==> config.mk <==
export PLATFORM = sky130hd
export DESIGN_NAME = stoplight_monitor
export DESIGN_NICKNAME = d
export VERILOG_FILES = /design/src/rtl/stoplight_pkg.sv /design/src/rtl/stoplight_decode.sv /design/src/rtl/stoplight_monitor.sv
export SDC_FILE = /design/constraint.sdc
export NUM_CORES = 1
export LEC_CHECK = 0
export BUFFER_PORTS_ARGS = -buffer_cell sky130_fd_sc_hd__buf_2
export CAP_MARGIN = 5
export CORE_ASPECT_RATIO = 0.5
export CORE_UTILIZATION = 50
export CTS_CLUSTER_SIZE = 20
export DETAILED_ROUTE_END_ITERATION = 16
export PLACE_DENSITY = 0.72
export SLEW_MARGIN = 40
export SYNTH_ARGS = -nofsm -noshare
export SYNTH_HDL_FRONTEND = slang
export SYNTH_SLANG_ARGS = --single-unit
==> constraint.sdc <==
create_clock -name clk -period 4.1 [get_ports clk]
set_clock_uncertainty 0.15 [all_clocks]
set_input_delay 0.82 -clock clk [delete_from_list [all_inputs] [get_ports clk]]
set_output_delay 0.82 -clock clk [all_outputs]
set_load 0.01 [all_outputs]
==> src/rtl/stoplight_pkg.sv <==
// Shared types and constants for the stoplight monitor.
// Light patterns are packed as {ns_red, ns_yellow, ns_green, ew_red, ew_yellow, ew_green}.
package stoplight_pkg;

  // Decoded intersection phase, in the order the controller must cycle through
  typedef enum logic [1:0] {
    PH_A = 2'd0,  // NS green,  EW red
    PH_B = 2'd1,  // NS yellow, EW red
    PH_C = 2'd2,  // EW green,  NS red
    PH_D = 2'd3   // EW yellow, NS red
  } phase_e;

  // Last-error code reported to the supervisor
  typedef enum logic [2:0] {
    ERR_NONE     = 3'd0,
    ERR_ILLEGAL  = 3'd1,
    ERR_CONFLICT = 3'd2,
    ERR_SEQUENCE = 3'd3,
    ERR_TIMING   = 3'd4
  } err_code_e;

  // Monitor tracking state
  typedef enum logic {
    ST_SYNC  = 1'b0,  // waiting for a legal pattern to lock onto
    ST_TRACK = 1'b1   // locked onto a phase, checking dwell and order
  } mon_state_e;

  // Bit positions of the two red lamps inside the packed pattern
  localparam int LT_NS_RED = 5;
  localparam int LT_EW_RED = 2;

  // The only four legal light patterns
  localparam logic [5:0] PAT_A = 6'b001_100;
  localparam logic [5:0] PAT_B = 6'b010_100;
  localparam logic [5:0] PAT_C = 6'b100_001;
  localparam logic [5:0] PAT_D = 6'b100_010;

  // Phase that must legally follow the given one (wraps D -> A)
  function automatic phase_e next_phase(input phase_e cur);
    logic [1:0] nxt;
    nxt = cur + 2'd1;
    return phase_e'(nxt);
  endfunction

  // Highest-priority code among the errors raised in one cycle
  function automatic err_code_e err_priority(input logic ill, input logic con,
                                             input logic seq, input logic tim);
    err_code_e code;
    if (con) begin
      code = ERR_CONFLICT;
    end else if (ill) begin
      code = ERR_ILLEGAL;
    end else if (seq) begin
      code = ERR_SEQUENCE;
    end else if (tim) begin
      code = ERR_TIMING;
    end else begin
      code = ERR_NONE;
    end
    return code;
  endfunction

endpackage

==> src/rtl/stoplight_decode.sv <==
// Combinational light-pattern classifier: six lamps -> {legal, conflict, phase}.
// A conflict means neither direction shows red; such a pattern is never legal.
module stoplight_decode
  import stoplight_pkg::*;
(
  input  logic [5:0] lights,
  output logic       legal,
  output logic       conflict,
  output phase_e     phase
);

  // Match the pattern against the four legal phases; anything else is illegal
  always_comb begin
    legal = 1'b1;
    phase = PH_A;
    case (lights)
      PAT_A: begin
        legal = 1'b1;
        phase = PH_A;
      end
      PAT_B: begin
        legal = 1'b1;
        phase = PH_B;
      end
      PAT_C: begin
        legal = 1'b1;
        phase = PH_C;
      end
      PAT_D: begin
        legal = 1'b1;
        phase = PH_D;
      end
      default: begin
        legal = 1'b0;
        phase = PH_A;
      end
    endcase
  end

  assign conflict = ~lights[LT_NS_RED] & ~lights[LT_EW_RED];

endmodule

==> src/rtl/stoplight_monitor.sv <==
// Passive monitor for the six stoplight lamp outputs.
// Registers the lamps once, decodes them into a phase, measures the dwell of
// each phase and reports illegal/conflicting patterns, out-of-order phases and
// dwell-time violations. Pin-to-flag latency is two clock cycles.
// Build option STOPLIGHT_MON_ERRCNT_EN: when defined, err_count is a saturating
// count of cycles carrying at least one error pulse (cleared by reset only);
// otherwise err_count is a constant zero.
module stoplight_monitor
  import stoplight_pkg::*;
#(
  parameter int DUR_A = 11,
  parameter int DUR_B = 4,
  parameter int DUR_C = 7,
  parameter int DUR_D = 4,
  parameter int TOL   = 0,
  parameter int DW_W  = 8
) (
  input  logic            clk,
  input  logic            reset_n,
  input  logic            ns_red,
  input  logic            ns_yellow,
  input  logic            ns_green,
  input  logic            ew_red,
  input  logic            ew_yellow,
  input  logic            ew_green,
  input  logic            clr_err,
  output logic [1:0]      phase,
  output logic            phase_valid,
  output logic [DW_W-1:0] dwell,
  output logic            err_illegal,
  output logic            err_conflict,
  output logic            err_sequence,
  output logic            err_timing,
  output logic            err_sticky,
  output logic [2:0]      err_code,
  output logic [7:0]      err_count
);

  localparam logic [DW_W-1:0] DWELL_ZERO = {DW_W{1'b0}};
  localparam logic [DW_W-1:0] DWELL_ONE  = {{(DW_W-1){1'b0}}, 1'b1};
  localparam logic [DW_W-1:0] DWELL_MAX  = {DW_W{1'b1}};

  // Nominal dwell of a phase
  function automatic int dur_of(input phase_e p);
    int d;
    case (p)
      PH_A:    d = DUR_A;
      PH_B:    d = DUR_B;
      PH_C:    d = DUR_C;
      PH_D:    d = DUR_D;
      default: d = DUR_A;
    endcase
    return d;
  endfunction

  // Input sampling
  logic [5:0]      lights_r;
  logic            sample_valid_r;  // lights_r holds a real sample, not reset junk

  // Tracking state
  mon_state_e      state_r;
  phase_e          phase_r;
  logic [DW_W-1:0] dwell_r;
  logic            valid_r;
  logic            first_phase_r;   // current phase was entered without a checked predecessor
  logic            stuck_r;         // overstay already reported for the current phase
  logic            in_illegal_r;    // an illegal run is in progress (report its entry only)

  // Error outputs
  logic            ill_r;
  logic            con_r;
  logic            seq_r;
  logic            tim_r;
  logic            sticky_r;
  err_code_e       code_r;

  // Decoder results
  logic            dec_legal_s;
  logic            dec_conflict_s;
  phase_e          dec_phase_s;

  // Per-cycle error decisions
  logic [DW_W-1:0] dwell_inc_s;
  int              dur_hi_s;
  int              dur_lo_s;
  logic            same_s;
  logic            succ_s;
  logic            timed_s;
  logic            ill_s;
  logic            con_s;
  logic            seq_s;
  logic            tim_s;
  logic            any_err_s;
  err_code_e       code_next_s;

  stoplight_decode u_decode (
    .lights   (lights_r),
    .legal    (dec_legal_s),
    .conflict (dec_conflict_s),
    .phase    (dec_phase_s)
  );

  // Classify the sampled pattern against the tracked phase and decide which errors fire
  always_comb begin
    dwell_inc_s = (dwell_r == DWELL_MAX) ? dwell_r : (dwell_r + DWELL_ONE);
    dur_hi_s    = dur_of(phase_r) + TOL;
    dur_lo_s    = dur_of(phase_r) - TOL;
    same_s      = (dec_phase_s == phase_r);
    succ_s      = (dec_phase_s == next_phase(phase_r));
    timed_s     = ~first_phase_r & ~stuck_r;
    ill_s       = 1'b0;
    con_s       = 1'b0;
    seq_s       = 1'b0;
    tim_s       = 1'b0;
    if (!sample_valid_r) begin
      ill_s = 1'b0;
    end else if (!dec_legal_s) begin
      ill_s = ~in_illegal_r;
      con_s = ~in_illegal_r & dec_conflict_s;
    end else if (state_r != ST_TRACK) begin
      seq_s = 1'b0;
    end else if (same_s) begin
      tim_s = timed_s & (int'(dwell_inc_s) > dur_hi_s);
    end else if (succ_s) begin
      tim_s = timed_s & (int'(dwell_r) < dur_lo_s);
    end else begin
      seq_s = 1'b1;
    end
  end

  // Merge the error pulses and pick the code to report
  always_comb begin
    any_err_s   = ill_s | con_s | seq_s | tim_s;
    code_next_s = err_priority(ill_s, con_s, seq_s, tim_s);
  end

  // Input register, SYNC/TRACK tracker, dwell counter and error/status registers
  always_ff @(posedge clk) begin
    if (!reset_n) begin
      lights_r       <= 6'b000000;
      sample_valid_r <= 1'b0;
      state_r        <= ST_SYNC;
      phase_r        <= PH_A;
      dwell_r        <= DWELL_ZERO;
      valid_r        <= 1'b0;
      first_phase_r  <= 1'b1;
      stuck_r        <= 1'b0;
      in_illegal_r   <= 1'b0;
      ill_r          <= 1'b0;
      con_r          <= 1'b0;
      seq_r          <= 1'b0;
      tim_r          <= 1'b0;
      sticky_r       <= 1'b0;
      code_r         <= ERR_NONE;
    end else begin
      lights_r       <= {ns_red, ns_yellow, ns_green, ew_red, ew_yellow, ew_green};
      sample_valid_r <= 1'b1;

      ill_r <= ill_s;
      con_r <= con_s;
      seq_r <= seq_s;
      tim_r <= tim_s;

      // A new error always beats a simultaneous clear
      if (any_err_s) begin
        sticky_r <= 1'b1;
        code_r   <= code_next_s;
      end else if (clr_err) begin
        sticky_r <= 1'b0;
        code_r   <= ERR_NONE;
      end

      if (sample_valid_r) begin
        if (!dec_legal_s) begin
          // Drop lock; the next legal pattern starts a fresh, untimed phase
          in_illegal_r <= 1'b1;
          state_r      <= ST_SYNC;
          valid_r      <= 1'b0;
          dwell_r      <= DWELL_ZERO;
          stuck_r      <= 1'b0;
        end else begin
          in_illegal_r <= 1'b0;
          case (state_r)
            ST_SYNC: begin
              state_r       <= ST_TRACK;
              phase_r       <= dec_phase_s;
              dwell_r       <= DWELL_ONE;
              valid_r       <= 1'b1;
              first_phase_r <= 1'b1;
              stuck_r       <= 1'b0;
            end
            ST_TRACK: begin
              if (same_s) begin
                dwell_r <= dwell_inc_s;
                if (tim_s) begin
                  stuck_r <= 1'b1;
                end
              end else if (succ_s) begin
                phase_r       <= dec_phase_s;
                dwell_r       <= DWELL_ONE;
                first_phase_r <= 1'b0;
                stuck_r       <= 1'b0;
              end else begin
                // Out-of-order entry: the new phase cannot be timed reliably
                phase_r       <= dec_phase_s;
                dwell_r       <= DWELL_ONE;
                first_phase_r <= 1'b1;
                stuck_r       <= 1'b0;
              end
            end
            default: begin
              state_r <= ST_SYNC;
              valid_r <= 1'b0;
              dwell_r <= DWELL_ZERO;
            end
          endcase
        end
      end
    end
  end

  assign phase        = phase_r;
  assign phase_valid  = valid_r;
  assign dwell        = dwell_r;
  assign err_illegal  = ill_r;
  assign err_conflict = con_r;
  assign err_sequence = seq_r;
  assign err_timing   = tim_r;
  assign err_sticky   = sticky_r;
  assign err_code     = code_r;

`ifdef STOPLIGHT_MON_ERRCNT_EN
  logic [7:0] err_count_r;

  // Saturating count of cycles that carry at least one error pulse
  always_ff @(posedge clk) begin
    if (!reset_n) begin
      err_count_r <= 8'h00;
    end else if (any_err_s && (err_count_r != 8'hFF)) begin
      err_count_r <= err_count_r + 8'h01;
    end
  end

  assign err_count = err_count_r;
`else
  assign err_count = 8'h00;
`endif

endmodule

==> results.yml <==
run_status:
  status: "complete, no violations"
worst_setup_path:
  required_ns: 4.12
  critPathMaxFanout: 8
  critPathSlowestCell: "dfxtp_1"
  crit_arrival_ns: 3.37
  cp_num_buf_inv: 0
  endpoint_kind: "register"
  crit_type: "register to register"
  path_cells: "ha_1, nand3_1, nor2_1, nand3_1, mux2_2, ha_1, nor2b_1, o21ai_0, a21oi_1, nor3_1, o21ai_2, o41a_1"
  crit_cells: 12
  cp-start-kind: "register"
  crit_family: "simple AND/OR/NAND/NOR gates"
  ff2ff_path_depth: 12
  slowest_delay_ns: 0.47
grt:
  grt_pass1_wl_um: 6203
  grt.total_usage_pct: 22.08
  antenna_found_initial: 0
  overflow: 0
  grt_pass1_vias: 1412
  grt_max_degree: 19
cells_and_area:
  syn2layout_area_growth_pct: 15.25
  drive_gt1_share_pct: 19.83
  post-route-util_pct: 64.13
  mostFrequentLayoutCell: "dfxtp_1"
  num-fill-cells: 266
  mostFrequentLayoutCells: "dfxtp_1 (30), buf_2 (27), nor2_1 (22)"
  fin_area_sq_um: 2033
  fin_nets: 255
  n_antenna_cell: 0
power:
  switching_power_mw: 0.1586
  power_mw: 0.7437
  p_seq_share_pct: 41.9
  pwr-share-clk_pct: 50.6
  p_comb_share_pct: 7.5
  ir_drop_mv: 0.2494
  swShare_pct: 21.33
  cellPowerDensity_nw_per_um2: 365.8
  internal_power_mw: 0.5851
  leakage_nw: 0.8821
die:
  ios: 36
  die_h_um: 44
  die_w_um: 86.01
  die-area_sq_um: 3784
  initial_core_util_pct: 55.64
  design.core.area_sq_um: 3171
  rows: 14
routing:
  drt_iter0_drc: 71
  dr_total_vias: 1551
  drt-pass1-iter-count: 4
  drc_errors: 0
  routed_via_density: 5.442
  wl_um: 3841
  detail-route-antenna-nets: 0
  routedWlPerCell_um: 13.48
yosys:
  synthArstFlopShare_pct: 0
  synth_edf_count: 0
  yosysSeqAreaShare_pct: 34.04
  yosys_warnings: 0
  postSynthCellCount: 211
  ys_seq_elements: 30
  netlist_area_sq_um: 1764
  ys.flop_type: "dfxtp_1"
  synth_area_per_cell_sq_um: 8.361
  yosys.cell_types.count: 47
sta:
  period_needed_ns: 3.352
  setup_viol_count_final: 0
  holdWs_ns: 0.3108
  max_freq_mhz: 298.3
  finalHoldViolations: 0
  rsz0062_at_grt: "no"
  final_max_slew_viol_count: 0
  finalCritPeriodShare_pct: 81.76
  finalSetupTns_ns: 0
  worst_slew_pin_slew_ns: 0.7232
  max_slew_margin_pct: 50.54
clocking:
  holdBufCountCts: 0
  cts-root-buf: "clkbuf_8"
  cts_tree: "built"
  cts.sinks: 30
  post-cts-setup-buffers: 0
  cts_buffers: 5
  path_clk_slew_ns: 0.07
  clockBufferDepth: 2
  cts_resized: 0
  clk_latency_ns: 0.29
  cts_htree_levels: 2
placed_design:
  io_buffers: 27
  gp_congestion: 0.8848
  postPlaceCellArea_sq_um: 1891
  hpwl_um: 2710
job:
  cap_violations: 0
worst_hold_path:
  whs_path_depth: 2
  hold_path.class: "register to register"
-- synth_stat cells, drive strengths merged, types with 3 or more instances --
master,number,area (sq um)
a21oi,13,65.06
a31oi,8,50.05
and2,10,62.56
and3,3,23.77
buf,10,71.31
clkbuf,6,23.77
dfxtp,30,600.6
ha,10,125.1
inv,9,33.78
nand2,9,33.78
nand2b,3,18.77
nand3,7,35.03
nand4,3,18.77
nor2,22,82.58
nor2b,8,50.05
nor3,4,20.02
nor4,4,25.02
o21a,4,30.03
o21ai,10,53.80
or2,3,21.27
or3,3,18.77
xnor2,7,61.31
-- power by group through the flow --
stage          sequential (mW)  clock (mW)  combinational, mW
2_1_floorplan            0.317           0             0.0459
3_3_place_gp             0.317           0             0.0545
3_5_place_dp             0.318           0             0.0551
4_1_cts                  0.311       0.382             0.0557
5_1_grt                  0.313       0.392             0.0624
6_report                 0.312       0.376             0.0558
-- metrics by stage --
step | setup slack (ns) | cells
6_report | 0.7479 | 285
2_1_floorplan | 1.099 | 218
3_3_place_gp | 0.9983 | 277
5_1_grt | 0.5119 | 285
3_5_place_dp | 0.8363 | 277
4_1_cts | 0.7553 | 285
-- tightest hold or removal path, cell delays in order, from the launching register on --
cell and delay [ns]:
dfxtp_1 0.31, inv_1 0.04, o41ai_1 0.06
-- metal layers --
layer | up-vias | track usage, % | wire length (um)
met3 | 9 | 6.476 | 260
li1 | 788 | - | -
met2 | 51 | 36.83 | 1667
met1 | 703 | 27.37 | 1862
met5 | - | 0 | 0
met4 | 0 | 9.000 | 51
-- flip-flops by register name, summed over array words and instances, names as in the netlist --
name,count
phase,2
err_sequence,1
dwell,8
phase_valid,1
err_sticky,1
state_r,1
err_conflict,1
err_illegal,1
err_code,3
sample_valid_r,1
err_timing,1
in_illegal_r,1
stuck_r,1
lights_r,6
first_phase_r,1
-- cells by family (layout without fill, tap and decap cells) --
| kind of cell | Yosys count | count (layout) | synth area share, % |
|---|---|---|---|
| AOI/OAI and AO/OA | 49 | 49 | 18.58 |
| and+or+nand+nor | 85 | 85 | 26.88 |
| xor gates and xnor gates | 7 | 7 | 3.475 |
| DFF | 30 | 30 | 34.04 |
| buffers and inverters | 25 | 44 | 7.304 |
| muxes | 4 | 4 | 2.411 |
| adders and majority gates | 10 | 10 | 7.092 |
| other | 1 | 8 | 0.2126 |
-- area by class of cell --
class	count	area (sq um)	area share (%)
tap	48	60.06	2.954
sequential	30	600.6	29.54
clock buffer	6	82.58	4.062
inverter	9	33.78	1.662
clock inverter	2	60.06	2.954
timing repair buffer	27	135.1	6.646
multi-input combinational	163	1061	52.18
-- final timing paths --
kind              slack, ns           to         from
setup reg to reg       0.75   err_sticky     dwell[0]
hold reg to reg        0.31  err_code[0]  err_code[0]
hold / removal         0.31  err_code[0]  err_code[0]
setup / recovery       0.75   err_sticky     dwell[0]
Note: power is estimated with default switching activity, not from simulation.
